### src/rtl/serial_subtractor.sv
// serial_subtractor: bit-serial a - b, LSB first, one full-subtractor cell
// with a registered borrow. start/busy/done handshake; the result is held
// until the next operation completes.
module serial_subtractor #(
  parameter int WIDTH = 8
) (
  input  logic             clk,
  input  logic             rst,
  input  logic             start,
  input  logic [WIDTH-1:0] a,
  input  logic [WIDTH-1:0] b,
  output logic             busy,
  output logic             done,
  output logic [WIDTH-1:0] diff,
  output logic             borrow
);

  localparam int CNT_W = (WIDTH > 1) ? $clog2(WIDTH) : 1;
  localparam logic [CNT_W-1:0] CNT_LAST = CNT_W'(WIDTH - 1);
  localparam logic [CNT_W-1:0] CNT_ONE  = CNT_W'(1'b1);
  localparam logic [CNT_W-1:0] CNT_ZERO = {CNT_W{1'b0}};

  typedef enum logic [1:0] {
    ST_IDLE = 2'd0,
    ST_RUN  = 2'd1,
    ST_DONE = 2'd2
  } state_t;

  // Full-subtractor cell: returns {borrow_out, difference}.
  function automatic logic [1:0] fsub(input logic ai, input logic bi, input logic bri);
    logic d_v;
    logic bo_v;
    d_v  = ai ^ bi ^ bri;
    bo_v = (~ai & bi) | (~(ai ^ bi) & bri);
    return {bo_v, d_v};
  endfunction

  state_t           state_r;
  state_t           state_nxt_s;
  logic [CNT_W-1:0] cnt_r;
  logic [WIDTH-1:0] a_sh_r;
  logic [WIDTH-1:0] b_sh_r;
  logic [WIDTH-1:0] res_sh_r;
  logic             br_r;
  logic [WIDTH-1:0] diff_r;
  logic             borrow_r;
  logic             busy_r;
  logic             done_r;
  logic             busy_s;
  logic             done_s;
  logic [1:0]       cell_s;
  logic             last_s;

  assign cell_s = fsub(a_sh_r[0], b_sh_r[0], br_r);
  assign last_s = (cnt_r == CNT_LAST);

  // State register; reset wins over everything, including a coincident start.
  always_ff @(posedge clk) begin
    if (rst) begin
      state_r <= ST_IDLE;
    end else begin
      state_r <= state_nxt_s;
    end
  end

  // Next-state logic: start is only looked at in IDLE, never queued.
  always_comb begin
    state_nxt_s = state_r;
    case (state_r)
      ST_IDLE: begin
        if (start) begin
          state_nxt_s = ST_RUN;
        end else begin
          state_nxt_s = ST_IDLE;
        end
      end
      ST_RUN: begin
        if (last_s) begin
          state_nxt_s = ST_DONE;
        end else begin
          state_nxt_s = ST_RUN;
        end
      end
      ST_DONE: state_nxt_s = ST_IDLE;
      default: state_nxt_s = ST_IDLE;
    endcase
  end

  // Output decode from the next state so busy/done can be registered
  // and still line up with the state they describe.
  always_comb begin
    busy_s = 1'b0;
    done_s = 1'b0;
    case (state_nxt_s)
      ST_IDLE: begin
        busy_s = 1'b0;
        done_s = 1'b0;
      end
      ST_RUN: begin
        busy_s = 1'b1;
        done_s = 1'b0;
      end
      ST_DONE: begin
        busy_s = 1'b1;
        done_s = 1'b1;
      end
      default: begin
        busy_s = 1'b0;
        done_s = 1'b0;
      end
    endcase
  end

  // Handshake output registers.
  always_ff @(posedge clk) begin
    if (rst) begin
      busy_r <= 1'b0;
      done_r <= 1'b0;
    end else begin
      busy_r <= busy_s;
      done_r <= done_s;
    end
  end

  // Datapath: operand capture, one bit per RUN cycle, result load on the
  // edge that enters DONE (the final bit is folded in directly there).
  always_ff @(posedge clk) begin
    if (rst) begin
      cnt_r    <= CNT_ZERO;
      a_sh_r   <= {WIDTH{1'b0}};
      b_sh_r   <= {WIDTH{1'b0}};
      res_sh_r <= {WIDTH{1'b0}};
      br_r     <= 1'b0;
      diff_r   <= {WIDTH{1'b0}};
      borrow_r <= 1'b0;
    end else begin
      case (state_r)
        ST_IDLE: begin
          if (start) begin
            a_sh_r <= a;
            b_sh_r <= b;
            br_r   <= 1'b0;
            cnt_r  <= CNT_ZERO;
          end else begin
            br_r   <= br_r;
          end
        end
        ST_RUN: begin
          a_sh_r   <= {1'b0, a_sh_r[WIDTH-1:1]};
          b_sh_r   <= {1'b0, b_sh_r[WIDTH-1:1]};
          res_sh_r <= {cell_s[0], res_sh_r[WIDTH-1:1]};
          br_r     <= cell_s[1];
          cnt_r    <= cnt_r + CNT_ONE;
          if (last_s) begin
            diff_r   <= {cell_s[0], res_sh_r[WIDTH-1:1]};
            borrow_r <= cell_s[1];
          end else begin
            borrow_r <= borrow_r;
          end
        end
        default: begin
          br_r <= br_r;
        end
      endcase
    end
  end

  assign busy   = busy_r;
  assign done   = done_r;
  assign diff   = diff_r;
  assign borrow = borrow_r;

endmodule

### config.mk
export PLATFORM = sky130hd
export DESIGN_NAME = serial_subtractor
export DESIGN_NICKNAME = d
export VERILOG_FILES = /design/src/rtl/serial_subtractor.sv
export SDC_FILE = /design/constraint.sdc
export NUM_CORES = 1
export LEC_CHECK = 0
export ABC_AREA = 1
export CORE_MARGIN = 5
export CORE_UTILIZATION = 55
export CTS_CLUSTER_SIZE = 16
export DETAILED_ROUTE_END_ITERATION = 10
export PLACE_DENSITY = 0.86
export SLEW_MARGIN = 25
export SYNTH_ARGS = -nofsm -noshare
export SYNTH_HDL_FRONTEND = slang
export SYNTH_SLANG_ARGS = --single-unit
export TNS_END_PERCENT = 1
### constraint.sdc
create_clock -name clk -period 2.45 [get_ports clk]
set_input_delay 0.245 -clock clk [delete_from_list [all_inputs] [get_ports clk]]
set_output_delay 0.245 -clock clk [all_outputs]
set_load 0.01 [all_outputs]
* Word level (Yosys, flattened, before mapping)
Index checks and enable logic that the tools add are counted.
** Cells by class
- Reduce and logical (&&, ||, !) cells :: 5
- Bitwise operators :: 7
- Multiplexer cells :: 13
- Add/sub/neg operators :: 1
- Equality and inequality tests :: 5
** Operators with widths (number)
- $pmux W8 S2 :: 2
- $mux W8 :: 2
- $pmux W3 S2 :: 1
- $eq A2 B1 Y1 const B :: 2
- $mux W1 :: 4
- $pmux W2 S2 :: 1
- $reduce_and A2 Y1 :: 2
- $add A3 B1 Y3 const B :: 1
- $eq A3 B3 Y1 const B :: 1
- $mux W3 :: 1
- $and A1 B1 Y1 :: 2
- $eq A2 B2 Y1 const B :: 1
- $logic_not A2 Y1 :: 1
- $mux W2 :: 1
- $ne A2 B2 Y1 const B :: 1
- $not A1 Y1 :: 2
- $pmux W1 S2 :: 1
- $reduce_bool A2 Y1 :: 1
- $reduce_or A2 Y1 :: 1
- $xor A1 B1 Y1 :: 2
- $or A1 B1 Y1 :: 1
** Storage, ports and cells
- Bits of input ports :: 19
- Flip-flop bits (word level) :: 41
- Word-level logic and storage cells :: 41

* Depth between registers and ports, before layout
- Depth in word-level cells :: 6
- Mapped depth :: 8
- Mapped depth without buffers :: 7

* Least setup slack after synthesis
Ideal clock, no wire load.
- Path kind :: register to register
- From :: register cnt_r[0]
- To :: register busy_r (netlist: busy)
- Cell stages (with the launch flop) :: 7
- Data arrival time :: 1.230 ns
- Setup time :: 0.064 ns
- Slack :: 1.157 ns
- Required time :: 2.386 ns
- Clock period less this slack :: 1.293 ns
- Path through :: dfxtp_1 -> ha_1 -> ha_1 -> inv_1 -> o21ai_1 -> ha_1 -> nor2_1
** On the way
- Longest elaborated chain between the ends :: 6
- Elaborated cells on any way between the ends :: 7
- Classes of those cells :: eq/ne (3); mux (3); reduce/logical (1)
** RTL lines
- start: declaration :: line 40 : logic [CNT_W-1:0] cnt_r;
- start signal: assignment :: line 153 : cnt_r <= cnt_r + CNT_ONE;
- $eq A3 B3 Y1 (*) :: line 55 : assign last_s = (cnt_r == CNT_LAST);
- $mux W2 (*) :: line 78 : if (last_s) begin
- $pmux W2 S2 (*) :: line 69 : case (state_r)
- $eq A2 B2 Y1 / $eq A2 B1 Y1 (equally long branches) :: line 94 : case (state_nxt_s)
- $reduce_or A2 Y1 (no line) (*)
- $mux W1 (*) :: line 94
- end signal: assignment :: line 120 : busy_r <= busy_s;
- end: declaration :: line 47 : logic busy_r;
Mark *: on every way between the ends. The rest lies on a longest branch, timed or not.
A chain may end at the register's enable or synchronous reset.

* Worst setup path after layout
- From :: register state_r[1]
- To :: register busy_r (netlist: busy)
** On the way
- Longest elaborated chain between the ends :: 5
- Elaborated cells on any way between the ends :: 7
- Classes of those cells :: eq/ne (3); mux (2); reduce/logical (2)
** RTL lines
- start: declaration :: line 38 : state_t state_r;
- start signal: assignment :: line 62 : state_r <= state_nxt_s;
- $eq A2 B1 Y1 / $logic_not A2 Y1 (equally long branches) :: line 69
- $pmux W2 S2 (*) :: line 69
- $eq A2 B2 Y1 / $eq A2 B1 Y1 (equally long branches) :: line 94
- $reduce_or A2 Y1 (no line) (*)
- $mux W1 (*) :: line 94
Marked as above.

==> key figures <==
Routing
  • Initial drt markers: 130
  • Vias per std cell: 4.82
  • Via count: 1633
  • # DRC: 0
  • Detailed Route WL: 3560 µm
  • TritonRoute pass-1 iters: 4
  • Post-DRT Antenna Nets: 0
  • Routed wire per std cell: 10.5 µm

Timing
  • Worst-Margin Slew: 0.494 ns
  • Slew margin rel.: 67.1%
  • RSZ-0062 raised after global routing: false
  • Min Tclk post-route: 1.67 ns
  • Final period util: 68.4%
  • Max-slew violations: 0
  • Hold Violations, Final: 0
  • Worst Clk Skew: 0.00596 ns
  • Highest clock rate: 0.597 GHz
  • Final setup viols: 0
  • Setup TNS: 0 ns

Setup path
  • CP Max Fanout: 16
  • Worst path required time: 2.74 ns
  • Worst EP arrival: 1.96 ns
  • Kind of critical path: reg2reg
  • CP Capture Type: flop
  • Critical path launch point type: flop

Layout
  • Commonest non-fill, non-tap cell in the layout: nand2_1
  • # diodes: 0
  • Post-route cell area: 0.00219 mm²
  • Most frequent cells in the layout: 46 x nand2_1, 40 x dfxtp_1, 39 x nor2_1
  • Area Growth Syn to Fin: 18.9%
  • Fraction of layout cells with a size suffix above 1: 6.14%
  • Final #Nets: 315

Die
  • Die width: 67.9 µm
  • FP Rows: 21
  • Core Box Area: 0.00328 mm²
  • # IOs: 30
  • Initial core utilization: 56.2%
  • Die Y: 67.9 µm
  • Full die area: 0.00461 mm²

Logic synthesis
  • Number of distinct library cells after synthesis: 19
  • Synth top area share: 43.4%
  • Syn avg cell area: 6.91 µm²
  • Mapped Nets: 290
  • Warnings from Yosys: 0
  • Leading area contributor after synthesis: dfxtp_1
  • Seq/Total Area, Yosys: 43.4%
  • Area contributors post-synth: dfxtp_1 43%, nand3_1 10%, nand2_1 9.4%, nor2_1 7.9%, inv_1 6.7%
  • Cell count after synthesis: 267
  • Yosys reg bits: 40
  • Area of the mapped netlist: 0.00184 mm²

Power
  • Worst vdd ir: 385 µV
  • Pwr Density: 564 mW/mm²
  • Leak: 1.00 nW

GRT
  • GR Util All Layers: 17.7%
  • Pin count of the biggest net entering global routing: 25
  • Antenna violations before repair: 0
  • GR Overflow Total: 0
  • First-pass GRT wire length: 6120 µm
  • Vias in the first global route: 1450

Clock tree
  • Setup Buffers After CTS: 0
  • CTS max path bufs: 2
  • H-tree levels: 2
  • Cts repair resizes: 0
  • Clock-pin slew on the worst setup and hold paths: 0.11 ns
  • Root Buffer: clkbuf_4
  • CTS tree: yes
  • CTS Hold Bufs: 0
  • Clock Sinks: 40
  • Inserted Clock Buffers: 5
  • Clock latency on the worst-skew pair: 0.35 ns

Job
  • Max Cap Viol: 0

Worst hold path
  • HP Class: reg2reg

Placed design
  • Post-DP Area: 0.00213 mm²
  • Detailed placement HPWL: 2470 µm
  • Port buffer count: 29
  • RD Place Congestion: 0.805

Status
  • Status: complete, no violations
==> cells by family (layout without fill, tap and decap cells) <==
| group | Yosys count | in the layout | share of synthesized area (%) |
|---|---|---|---|
| AOI/OAI and AO/OA | 20 | 20 | 5.43 |
| adders and majority gates | 4 | 4 | 3.12 |
| buffers and inverters | 62 | 88 | 14.6 |
| DFF | 40 | 40 | 43.4 |
| and+or+nand+nor | 141 | 141 | 33.4 |
==> worst paths after layout <==
| path | from | endpoint | slack, ns | cells after the start |
|---|---|---|---|---|
| worst max-delay path | state_r[1] | busy | 0.78 | 6 |
| worst min-delay path | cnt_r[0] | cnt_r[0] | 0.47 | 1 |
| worst max register to register | state_r[1] | busy | 0.78 | 6 |
| worst min register to register | cnt_r[0] | cnt_r[0] | 0.47 | 1 |
==> routing by layer <==
metal | share of wire [%] | track usage [%]
met1 | 47 | 21.4
met2 | 46 | 28.4
met3 | 4.8 | 6.40
met4 | 1.9 | 7.44
met5 | 0 | 0
==> critical path, cell delays in order, from the launching register on <==
cell     delay [ns]
dfxtp_1        0.36
inv_2          0.22
nand2_1        0.36
nand2_1        0.17
o21ai_1        0.10
ha_1           0.31
nor2_1         0.10
==> flip-flops by register name (all words and copies together) (netlist names) <==
signal and cells:
res_sh_r 7, busy 1, diff 8, borrow 1
cnt_r 3, done 1, br_r 1, b_sh_r 8
state_r 2, a_sh_r 8
==> cells in the mapped netlist (all sizes together) <==
cell type,count
nand2,48
nor2,41
dfxtp,40
nand3,37
inv,36
buf,16
nor3,14
o21ai,12
clkinv,10
a21oi,8
ha,3
fa,1
nand3b,1
==> final cells by class <==
type / instances / area (µm²)
Timing Repair Buffer: 34 / 328
Sequential cell: 40 / 801
Multi-Input combinational cell: 165 / 774
Fill cell: 297 / 1090
Inverter: 46 / 173
Tap cell: 46 / 57.6
Clock buffer: 8 / 58.8
==> power breakdown <==
group / total, mW / switching, mW / internal, mW / leakage (nW)
combinational: 0.186 / 0.104 / 0.0822 / 0.642
sequential: 0.702 / 0.0160 / 0.686 / 0.328
clock: 0.348 / 0.206 / 0.142 / 0.0326
==> per-stage QoR <==
step | hold WS (ns) | util (%) | instances | setup slack (ns) | total power [mW]
floorplan | 0.387 | - | 267 | 1.16 | 0.848
CTS | 0.465 | 66.7 | 339 | 0.775 | 1.24
detailed placement | 0.453 | 65.0 | 331 | 0.623 | 0.904
global placement | 0.450 | 65.0 | 331 | 0.680 | 0.899
finish | 0.467 | 66.7 | 339 | 0.775 | 1.24
global route | 0.467 | 66.7 | 339 | 0.646 | 1.31
No activity file was read; power rests on OpenSTA's default activity.
